File: src/rtl/fetch_unit.sv
// ---------------------------------------------------------------------------
// fetch_unit
//   Instruction-fetch stage feeding the C-bus destination mux (MUX_C).
//   Holds the program counter, reads instruction words from memory over a
//   req/ack handshake, latches them into the instruction register and
//   exposes the decoded register fields plus the return address pc_1.
//
// Ports
//   clk, rst_n        clock, synchronous active-low reset
//   fetch_en          start a fetch at pc (honoured in IDLE only)
//   branch_en         load pc from branch_target (IDLE only, wins over fetch)
//   branch_target     branch destination
//   mem_req/mem_addr  memory read request, held until mem_ack
//   mem_ack/mem_rdata one-cycle acknowledge with read data
//   ir, ir_valid      instruction register and one-cycle update pulse
//   busy              high while a fetch is in flight (REQ or DONE)
//   pc, ir_pc, pc_1   next fetch address, address of ir, ir_pc + 1
//   opcode, registerC, registerA, registerB   decoded fields of ir
// ---------------------------------------------------------------------------
module fetch_unit #(
    parameter int ADDR_W  = 8,
    parameter int INSTR_W = 16
) (
    input  logic               clk,
    input  logic               rst_n,
    input  logic               fetch_en,
    input  logic               branch_en,
    input  logic [ADDR_W-1:0]  branch_target,
    output logic               mem_req,
    output logic [ADDR_W-1:0]  mem_addr,
    input  logic               mem_ack,
    input  logic [INSTR_W-1:0] mem_rdata,
    output logic [INSTR_W-1:0] ir,
    output logic               ir_valid,
    output logic               busy,
    output logic [ADDR_W-1:0]  pc,
    output logic [ADDR_W-1:0]  ir_pc,
    output logic [ADDR_W-1:0]  pc_1,
    output logic [3:0]         opcode,
    output logic [2:0]         registerC,
    output logic [2:0]         registerA,
    output logic [2:0]         registerB
);

    typedef enum logic [1:0] {
        IDLE = 2'd0,
        REQ  = 2'd1,
        DONE = 2'd2
    } state_t;

    state_t state;

    // All outputs are registered; busy and ir_valid are set on entry to the
    // state they describe so they line up with the state register.
    always_ff @(posedge clk) begin
        if (!rst_n) begin
            state    <= IDLE;
            pc       <= '0;
            ir_pc    <= '0;
            ir       <= '0;
            mem_req  <= 1'b0;
            mem_addr <= '0;
            ir_valid <= 1'b0;
            busy     <= 1'b0;
        end else begin
            ir_valid <= 1'b0;
            case (state)
                IDLE: begin
                    // A branch in the same cycle as a fetch drops the fetch.
                    if (branch_en) begin
                        pc <= branch_target;
                    end else if (fetch_en) begin
                        mem_addr <= pc;
                        mem_req  <= 1'b1;
                        busy     <= 1'b1;
                        state    <= REQ;
                    end
                end
                REQ: begin
                    // Wait indefinitely; mem_addr is held for the whole request.
                    if (mem_ack) begin
                        ir       <= mem_rdata;
                        ir_pc    <= mem_addr;
                        pc       <= mem_addr + 1'b1;
                        mem_req  <= 1'b0;
                        ir_valid <= 1'b1;
                        state    <= DONE;
                    end
                end
                DONE: begin
                    busy  <= 1'b0;
                    state <= IDLE;
                end
                default: begin
                    mem_req <= 1'b0;
                    busy    <= 1'b0;
                    state   <= IDLE;
                end
            endcase
        end
    end

    // Decoded fields and return address track ir / ir_pc directly.
    assign pc_1      = ir_pc + 1'b1;
    assign opcode    = ir[15:12];
    assign registerC = ir[11:9];
    assign registerA = ir[8:6];
    assign registerB = ir[5:3];

endmodule

File: config.mk
export PLATFORM = sky130hd
export DESIGN_NAME = fetch_unit
export DESIGN_NICKNAME = d
export VERILOG_FILES = /design/src/rtl/fetch_unit.sv
export SDC_FILE = /design/constraint.sdc
export NUM_CORES = 1
export LEC_CHECK = 0
export ABC_AREA = 0
export BUFFER_PORTS_ARGS = -buffer_cell sky130_fd_sc_hd__buf_4
export CAP_MARGIN = 15
export CORE_MARGIN = 2
export CORE_UTILIZATION = 50
export CTS_CLUSTER_DIAMETER = 60
export CTS_CLUSTER_SIZE = 30
export DETAILED_ROUTE_END_ITERATION = 8
export GPL_TIMING_DRIVEN = 0
export PLACE_DENSITY = 0.8
export SETUP_SLACK_MARGIN = 0.2
export SLEW_MARGIN = 20
export SYNTH_ARGS = -nofsm -noshare
export SYNTH_HDL_FRONTEND = slang
export SYNTH_SLANG_ARGS = --single-unit
export TNS_END_PERCENT = 20
File: constraint.sdc
create_clock -name clk -period 2.83 [get_ports clk]
set_input_delay 0.1415 -clock clk [delete_from_list [all_inputs] [get_ports clk]]
set_output_delay 0.1415 -clock clk [all_outputs]
set_load 0.01 [all_outputs]
# ---- After elaboration in Yosys (flattened, before gate mapping)
# Index checks and enable logic that the tools add are counted.
dict set report op_classes {
  n_addsub 2
  eq_ne 6
  muxes 13
  n_bitwise 3
  n_reduce_logical 9
}
# op count
set op_table {}
lappend op_table {{$add A8 B1 Y8 const B} 2}
lappend op_table {{$mux W8} 2}
lappend op_table {{$pmux W8 S2} 1}
lappend op_table {{$reduce_and A3 Y1} 4}
lappend op_table {{$ne A2 B2 Y1 const B} 4}
lappend op_table {{$mux W2} 3}
lappend op_table {{$mux W1} 4}
lappend op_table {{$pmux W2 S2} 1}
lappend op_table {{$reduce_and A2 Y1} 2}
lappend op_table {{$reduce_and A4 Y1} 1}
lappend op_table {{$not A1 Y1} 3}
lappend op_table {{$pmux W1 S3} 1}
lappend op_table {{$eq A2 B1 Y1 const B} 1}
lappend op_table {{$eq A2 B2 Y1 const B} 1}
lappend op_table {{$logic_not A2 Y1} 1}
lappend op_table {{$pmux W1 S2} 1}
lappend op_table {{$reduce_bool A2 Y1} 1}
dict set report totals {
  ff_bits 45
  out_inout_bits 64
  wordCells 41
}

# ---- Depth between registers and ports, before layout
# Gate-level depths: netlist (run 1).
dict set report depth {
  word_depth 3
  depth_mapped 7
  mapped_depth_nobuf 5
}

# ---- Worst setup path after synthesis (run 1)
# OpenSTA, ideal clock, no wires.
dict set report synth_path {
  path_kind {register to output}
  startpoint {register ir_pc[0]}
  endpoint {output pc_1[7]}
  arrival_ns 1.240
  path_slack_ns 1.448
  stages_incl_launch_ff 5
  path_cell_list {dfxtp_1 and3_1 nand3_1 or2_2 xnor2_1}
}
dict set report synth_via {
  elab_chain_cells 1
}
# item line
set synth_rtl {}
lappend synth_rtl {{start, declared} 37} ;# output logic [ADDR_W-1:0] ir_pc,
lappend synth_rtl {{start signal, assigned} 83} ;# ir_pc <= mem_addr;
lappend synth_rtl {{$add A8 B1 Y8} 104} ;# assign pc_1 = ir_pc + 1'b1;
lappend synth_rtl {{end, declared} 38} ;# output logic [ADDR_W-1:0] pc_1,
# No other way between the ends.

# ---- Final worst setup path (run 1)
# Same ends and word-level chain as after synthesis.

==> impl_metrics.json, run 1 <==
{
  "ff2ff_path_depth": 3,
  "die_x_um": 68.40,
  "cp-end-kind": "output port",
  "yosys_register_bits": 45,
  "setup_viol": 0,
  "status": "finished, final reports clean",
  "pwr_density_cell_nw_per_um2": 429.9,
  "routed_via_density": 4.949,
  "syn_area_um2": 2073,
  "worstMarginPinSlew_ns": 0.9535,
  "path_depth": 5,
  "drtIter0Drc": 83,
  "ys_types": 34,
  "synthToLayoutAreaGrowth_pct": 40.13,
  "dp_hpwl_mm": 3.729,
  "r2r_end": "mem_addr[4]$_SDFFE_PN0P_",
  "nets": 373,
  "htreeDepth": 2,
  "setup_tns_ns": 0,
  "io_pins": 93,
  "numPortBuffers": 91,
  "max_cap_violations": 0,
  "finalHoldViolations": 0,
  "slew_headroom": 0.3627,
  "cts_hold_buf": 0,
  "start_util": 0.5183,
  "path_max_fanout": 6,
  "die_y_um": 68.40,
  "r2r_slack_ns": 1.17,
  "grt_setup_unrepaired": "false",
  "root_buffer": "clkbuf_8",
  "r2r-start": "state[1]$_SDFFE_PN0P_",
  "slowest_delay_ns": 0.44,
  "finClkSkew_ns": 0.002430,
  "multiInputGateArea_um2": 969.7,
  "insertion_delay_ns": 0.29,
  "cts_made_buffers": 5,
  "finalCriticalPeriod_ns": 1.777,
  "cp.arrival_ns": 1.64,
  "grt_util_all_layers": 0.2133,
  "crit_buf_inv": 1,
  "crit_slowest_cell": "dfxtp_1",
  "min_to": "ir[12]$_SDFFE_PN0P_",
  "finalPower_mw": 1.249,
  "grt_pass1_wl_mm": 7.452,
  "antenna_found_initial": 0,
  "final_max_slew_viol_count": 0,
  "route.detailed.drc": 0,
  "grt_max_degree": 13,
  "seq_area_frac_synth": 0.4345,
  "drive_gt1_frac": 0.3567,
  "cp_top_family": "simple AND/OR/NAND/NOR gates",
  "synth_warnings": 0,
  "cts_tree": "done",
  "setup.worst_path.start_class": "flop",
  "die-area_um2": 4678,
  "hp-start": "mem_rdata[12]",
  "fin_crit_sh": 0.6278,
  "synth-main-ff-cell": "dfxtp_1",
  "holdCritPathClass": "in2reg",
  "syn_area_per_cell_um2": 8.497,
  "crit_type": "reg2out",
  "wl_per_cell_um": 12.71,
  "dr.pass1.iters": 4,
  "clockBufferDepth": 2,
  "grt_pass1_vias": 1639,
  "antenna_cells": 0,
  "fmax_ghz": 0.5629,
  "placeableCoreArea_um2": 4000,
  "core.rowCount": 23,
  "crit_chain": "and3_1, nand3_1, or2_2, xnor2_1, buf_4",
  "wirelength_mm": 4.984,
  "cellLeakagePower_nw": 1.321,
  "postCtsSetupBuffers": 0,
  "synth_nets": 275,
  "place.gp.congestion": 0.8094,
  "critical_path_required_ns": 2.69,
  "regArea_um2": 900.9,
  "postRouteAntennaNets": 0,
  "clock-sinks": 45,
  "cts-resized-gates": 0,
  "clk_pin_slew_ns": 0.08,
  "vdd_drop_max_uv": 329.4,
  "worst_hold_path.num_cells": 3,
  "route.vias.total": 1940,
  "num-fill-cells": 327,
  "grt-ovfl-total": 0,
  "syn_inst": 244,
  "synth_async_sr_flop_share": 0,
  "synth_edf_count": 0
}
-- tightest hold or removal path: stages --
cell      delay, ns
buf_4          0.11
nand2_1        0.04
a21boi_1       0.05
-- synthesized netlist by cell type, drive strengths merged, types with 2 or more instances --
master / instances / area share
nand2: 77 / 0.14
dfxtp: 45 / 0.43
a21boi: 34 / 0.12
buf: 21 / 0.080
nand3: 7 / 0.017
xnor2: 7 / 0.030
clkbuf: 6 / 0.013
o211ai: 5 / 0.018
nand4: 4 / 0.012
xor2: 4 / 0.017
and3: 3 / 0.0091
inv: 3 / 0.0054
nor2: 3 / 0.0054
o21ai: 3 / 0.0072
o22ai: 3 / 0.0091
and2: 2 / 0.0072
ha: 2 / 0.012
nor2b: 2 / 0.0060
o211a: 2 / 0.0097
o221ai: 2 / 0.0085
-- cell usage in the layout (no fill, tap or decap), drive strengths merged, types with 4 or more instances in the layout --
cell type | synthesis | routed
buf | 21 | 112
nand2 | 77 | 77
xnor2 | 7 | 7
o211ai | 5 | 5
dfxtp | 45 | 45
nand3 | 7 | 7
clkbuf | 6 | 13
xor2 | 4 | 4
a21boi | 34 | 34
nand4 | 4 | 4
-- state kept, by name (all words and copies together) (netlist names) --
name      count
ir           16
ir_pc         8
mem_addr      8
pc            8
state         2
busy          1
ir_valid      1
mem_req       1
-- final cells by class --
type / instances / share of cell area
Multi-Input combinational cell: 169 / 0.3338
Timing Repair Buffer: 91 / 0.2351
Buffer: 27 / 0.06589
Tap cell: 50 / 0.02153
Sequential cell: 45 / 0.3101
Inverter: 3 / 0.003876
Clock buffer: 7 / 0.02972
-- metal layers --
metal / part of all wire / global-route usage
met1: 0.45 / 0.2624
met3: 0.062 / 0.05921
met4: 0.011 / 0.06750
met2: 0.48 / 0.3582
met5: 0 / 0
-- worst max path at each step --
stage                                from                        to  slack [ns]
CTS                 ir_pc[0]$_SDFFE_PN0P_                   pc_1[7]        1.03
global placement    state[1]$_SDFFE_PN0P_  mem_addr[7]$_SDFFE_PN0P_        1.26
finish              ir_pc[0]$_SDFFE_PN0P_                   pc_1[7]        1.05
global route        ir_pc[0]$_SDFFE_PN0P_                   pc_1[7]        0.96
detailed placement  state[1]$_SDFFE_PN0P_  mem_addr[4]$_SDFFE_PN0P_        1.20
floorplan           ir_pc[0]$_SDFFE_PN0P_                   pc_1[7]        1.45
-- logic make-up (layout without fill, tap and decap cells) --
| kind of cell | after synthesis | count (layout) | share of synthesized area |
|---|---|---|---|
| fa+ha+maj | 2 | 2 | 0.01207 |
| compound gates | 51 | 51 | 0.1823 |
| xor+xnor | 11 | 11 | 0.04647 |
| simple gates | 104 | 104 | 0.2221 |
| buf+inv | 30 | 128 | 0.09776 |
| mux | 1 | 1 | 0.004828 |
| flops | 45 | 45 | 0.4345 |
-- stage by stage --
stage	cells	setup slack, ns	cell area, µm²	hold slack (ns)	utilization
2_1_floorplan	244	1.448	2073	0.2763	-
3_3_place_gp	385	1.259	2819	0.3889	0.7047
3_5_place_dp	385	1.196	2819	0.3928	0.7047
4_1_cts	392	1.028	2905	0.08035	0.7263
5_1_grt	392	0.9559	2905	0.08150	0.7263
6_report	392	1.053	2905	0.08628	0.7263
-- power breakdown --
part | internal, mW | total (mW) | switching (mW)
Combinational | 0.0979 | 0.177 | 0.0786
Sequential | 0.655 | 0.677 | 0.0216
Clock | 0.194 | 0.395 | 0.202
(Power assumes the default switching activity.)
==> inputs of run 2 (changes only) <==
CORE_UTILIZATION = 47   (was 50)
PLACE_DENSITY = 0.76   (was 0.8)
clock period = 1.8 ns   (was 2.83 ns; I/O delays follow)
==> run 2 against run 1 <==
Net effect:
- via count is 1.1% higher
- critical path type unchanged
- clock-buffer cell count is 1 lower
- critical path depth stayed put
- first-iteration DRC count is 20% higher
- clock skew is 0.0089 ns higher
==> impl_metrics.json, run 2 (synthesized netlist as in run 1, its figures left out) <==
{
  "worstMarginPinSlew_ns": 0.6366,
  "dp_hpwl_mm": 3.766,
  "route.detailed.drc": 0,
  "synthToLayoutAreaGrowth_pct": 44.48,
  "critical_path_required_ns": 1.71,
  "clk_pin_slew_ns": 0.09,
  "ff2ff_path_depth": 6,
  "die-area_um2": 4958,
  "fmax_ghz": 0.6398,
  "setup.worst_path.start_class": "flop",
  "crit_chain": "and3_4, nand3_2, or2_4, xnor2_1, buf_4",
  "slowest_delay_ns": 0.37,
  "root_buffer": "clkbuf_8",
  "clock-sinks": 45,
  "die_x_um": 70.42,
  "antenna_found_initial": 0,
  "cp-end-kind": "output port",
  "crit_type": "reg2out",
  "route.vias.total": 1961,
  "drive_gt1_frac": 0.3844,
  "status": "finished, final reports clean",
  "path_max_fanout": 5,
  "postRouteAntennaNets": 0,
  "nets": 376,
  "grt_setup_unrepaired": "true",
  "r2r_end": "pc[7]$_SDFFE_PN0P_",
  "grt_util_all_layers": 0.2090,
  "holdCritPathClass": "in2reg",
  "drtIter0Drc": 100,
  "worst_hold_path.num_cells": 3,
  "final_cell_mix": "108 x buf_4, 77 x nand2_1, 41 x dfxtp_1",
  "antenna_cells": 0,
  "setup_tns_ns": 0,
  "routed_via_density": 4.927,
  "hp-start": "mem_rdata[15]",
  "cellLeakagePower_nw": 1.357,
  "placeableCoreArea_um2": 4294,
  "cts_tree": "done",
  "grt-ovfl-total": 0,
  "cts_made_buffers": 5,
  "cp.arrival_ns": 1.47,
  "final_max_slew_viol_count": 0,
  "io_pins": 93,
  "finalHoldViolations": 0,
  "start_util": 0.4828,
  "grt_pass1_vias": 1793,
  "wirelength_mm": 5.154,
  "final_cells": 398,
  "die_y_um": 70.42,
  "insertion_delay_ns": 0.30,
  "worst_slack_ns": 0.2370,
  "post-route-util": 0.6976,
  "crit_slowest_cell": "dfxtp_2",
  "slew_headroom": 0.5738,
  "numPortBuffers": 91,
  "r2r-start": "state[0]$_SDFFE_PN0P_",
  "grt_pass1_wl_mm": 8.431,
  "pwr_density_cell_nw_per_um2": 713.4,
  "fin_crit_sh": 0.8683,
  "r2r_slack_ns": 0.31,
  "place.gp.congestion": 0.7905,
  "htreeDepth": 2,
  "max_cap_violations": 0,
  "min_to": "ir[15]$_SDFFE_PN0P_",
  "final_common_cell": "buf_4",
  "largest_register_ffs": 16,
  "preCtsSetupSlack_ns": 0.1922,
  "place_inst": 387,
  "finalCriticalPeriod_ns": 1.563,
  "wl_per_cell_um": 12.95,
  "timing.hold.ws_ns": 0.03065,
  "core.rowCount": 24,
  "vdd_drop_max_uv": 682.1,
  "clockBufferDepth": 2,
  "setup_viol": 0,
  "finClkSkew_ns": 0.01138,
  "dr.pass1.iters": 4,
  "grt_max_degree": 15,
  "top_register": "ir"
}
-- run 2: stage by stage --
step	power, mW	instance area, µm²
4_1_cts	2.148	2974
3_3_place_gp	1.363	2821
2_1_floorplan	1.223	2073
6_report	2.137	2995
5_1_grt	2.231	2995
3_5_place_dp	1.367	2821
-- run 2: timing repair --
item                                    in CTS  in global routing
hold buffers                                 0                  0
gates resized for setup                      6                  4
hold endpoints to repair                     0                  0
buffers inserted                             2                  1
pin swaps                                    0                  1
endpoints found under the setup margin       4                 16
-- run 2: per-layer routing --
metal	wire (µm)	global-route usage	vias to the layer above
li1	-	-	998
met1	2286	0.2745	883
met2	2368	0.3281	69
met3	411	0.06349	11
met4	87	0.06624	0
met5	0	0	-
-- run 2: where the power goes --
part | switching [mW] | total [mW] | internal (mW)
Sequential | 0.0346 | 1.06 | 1.03
Clock | 0.342 | 0.793 | 0.451
Combinational | 0.126 | 0.281 | 0.156
Total | 0.502 | 2.14 | 1.63
-- run 2: critical path, delay by kind of cell (launching register included) --
family                 cells  cell delay [ns]
flip-flops                 1             0.37
AND/OR/NAND/NOR            3             0.53
XOR/XNOR                   1             0.15
buffers and inverters      1             0.14
-- run 2: how the worst max path moves through the flow --
stage / start / to / cells past startpoint
finish: ir_pc[1]$_SDFFE_PN0P_ / pc_1[7] / 5
global placement: state[1]$_SDFFE_PN0P_ / mem_addr[2]$_SDFFE_PN0P_ / 3
detailed placement: state[1]$_SDFFE_PN0P_ / mem_addr[1]$_SDFFE_PN0P_ / 3
floorplan: ir_pc[0]$_SDFFE_PN0P_ / pc_1[7] / 4
CTS: ir_pc[1]$_SDFFE_PN0P_ / pc_1[7] / 5
global route: ir_pc[1]$_SDFFE_PN0P_ / pc_1[7] / 5
-- run 2: area by class of cell --
| class | count | area (µm²) |
|---|---|---|
| fill | 365 | 1299 |
| multi-input combinational | 169 | 991.0 |
| sequential | 45 | 910.9 |
| timing repair buffer | 94 | 705.7 |
| buffer | 27 | 191.4 |
| clock buffer | 6 | 82.58 |
| tap | 52 | 65.06 |
| clock inverter | 2 | 37.54 |
| inverter | 3 | 11.26 |
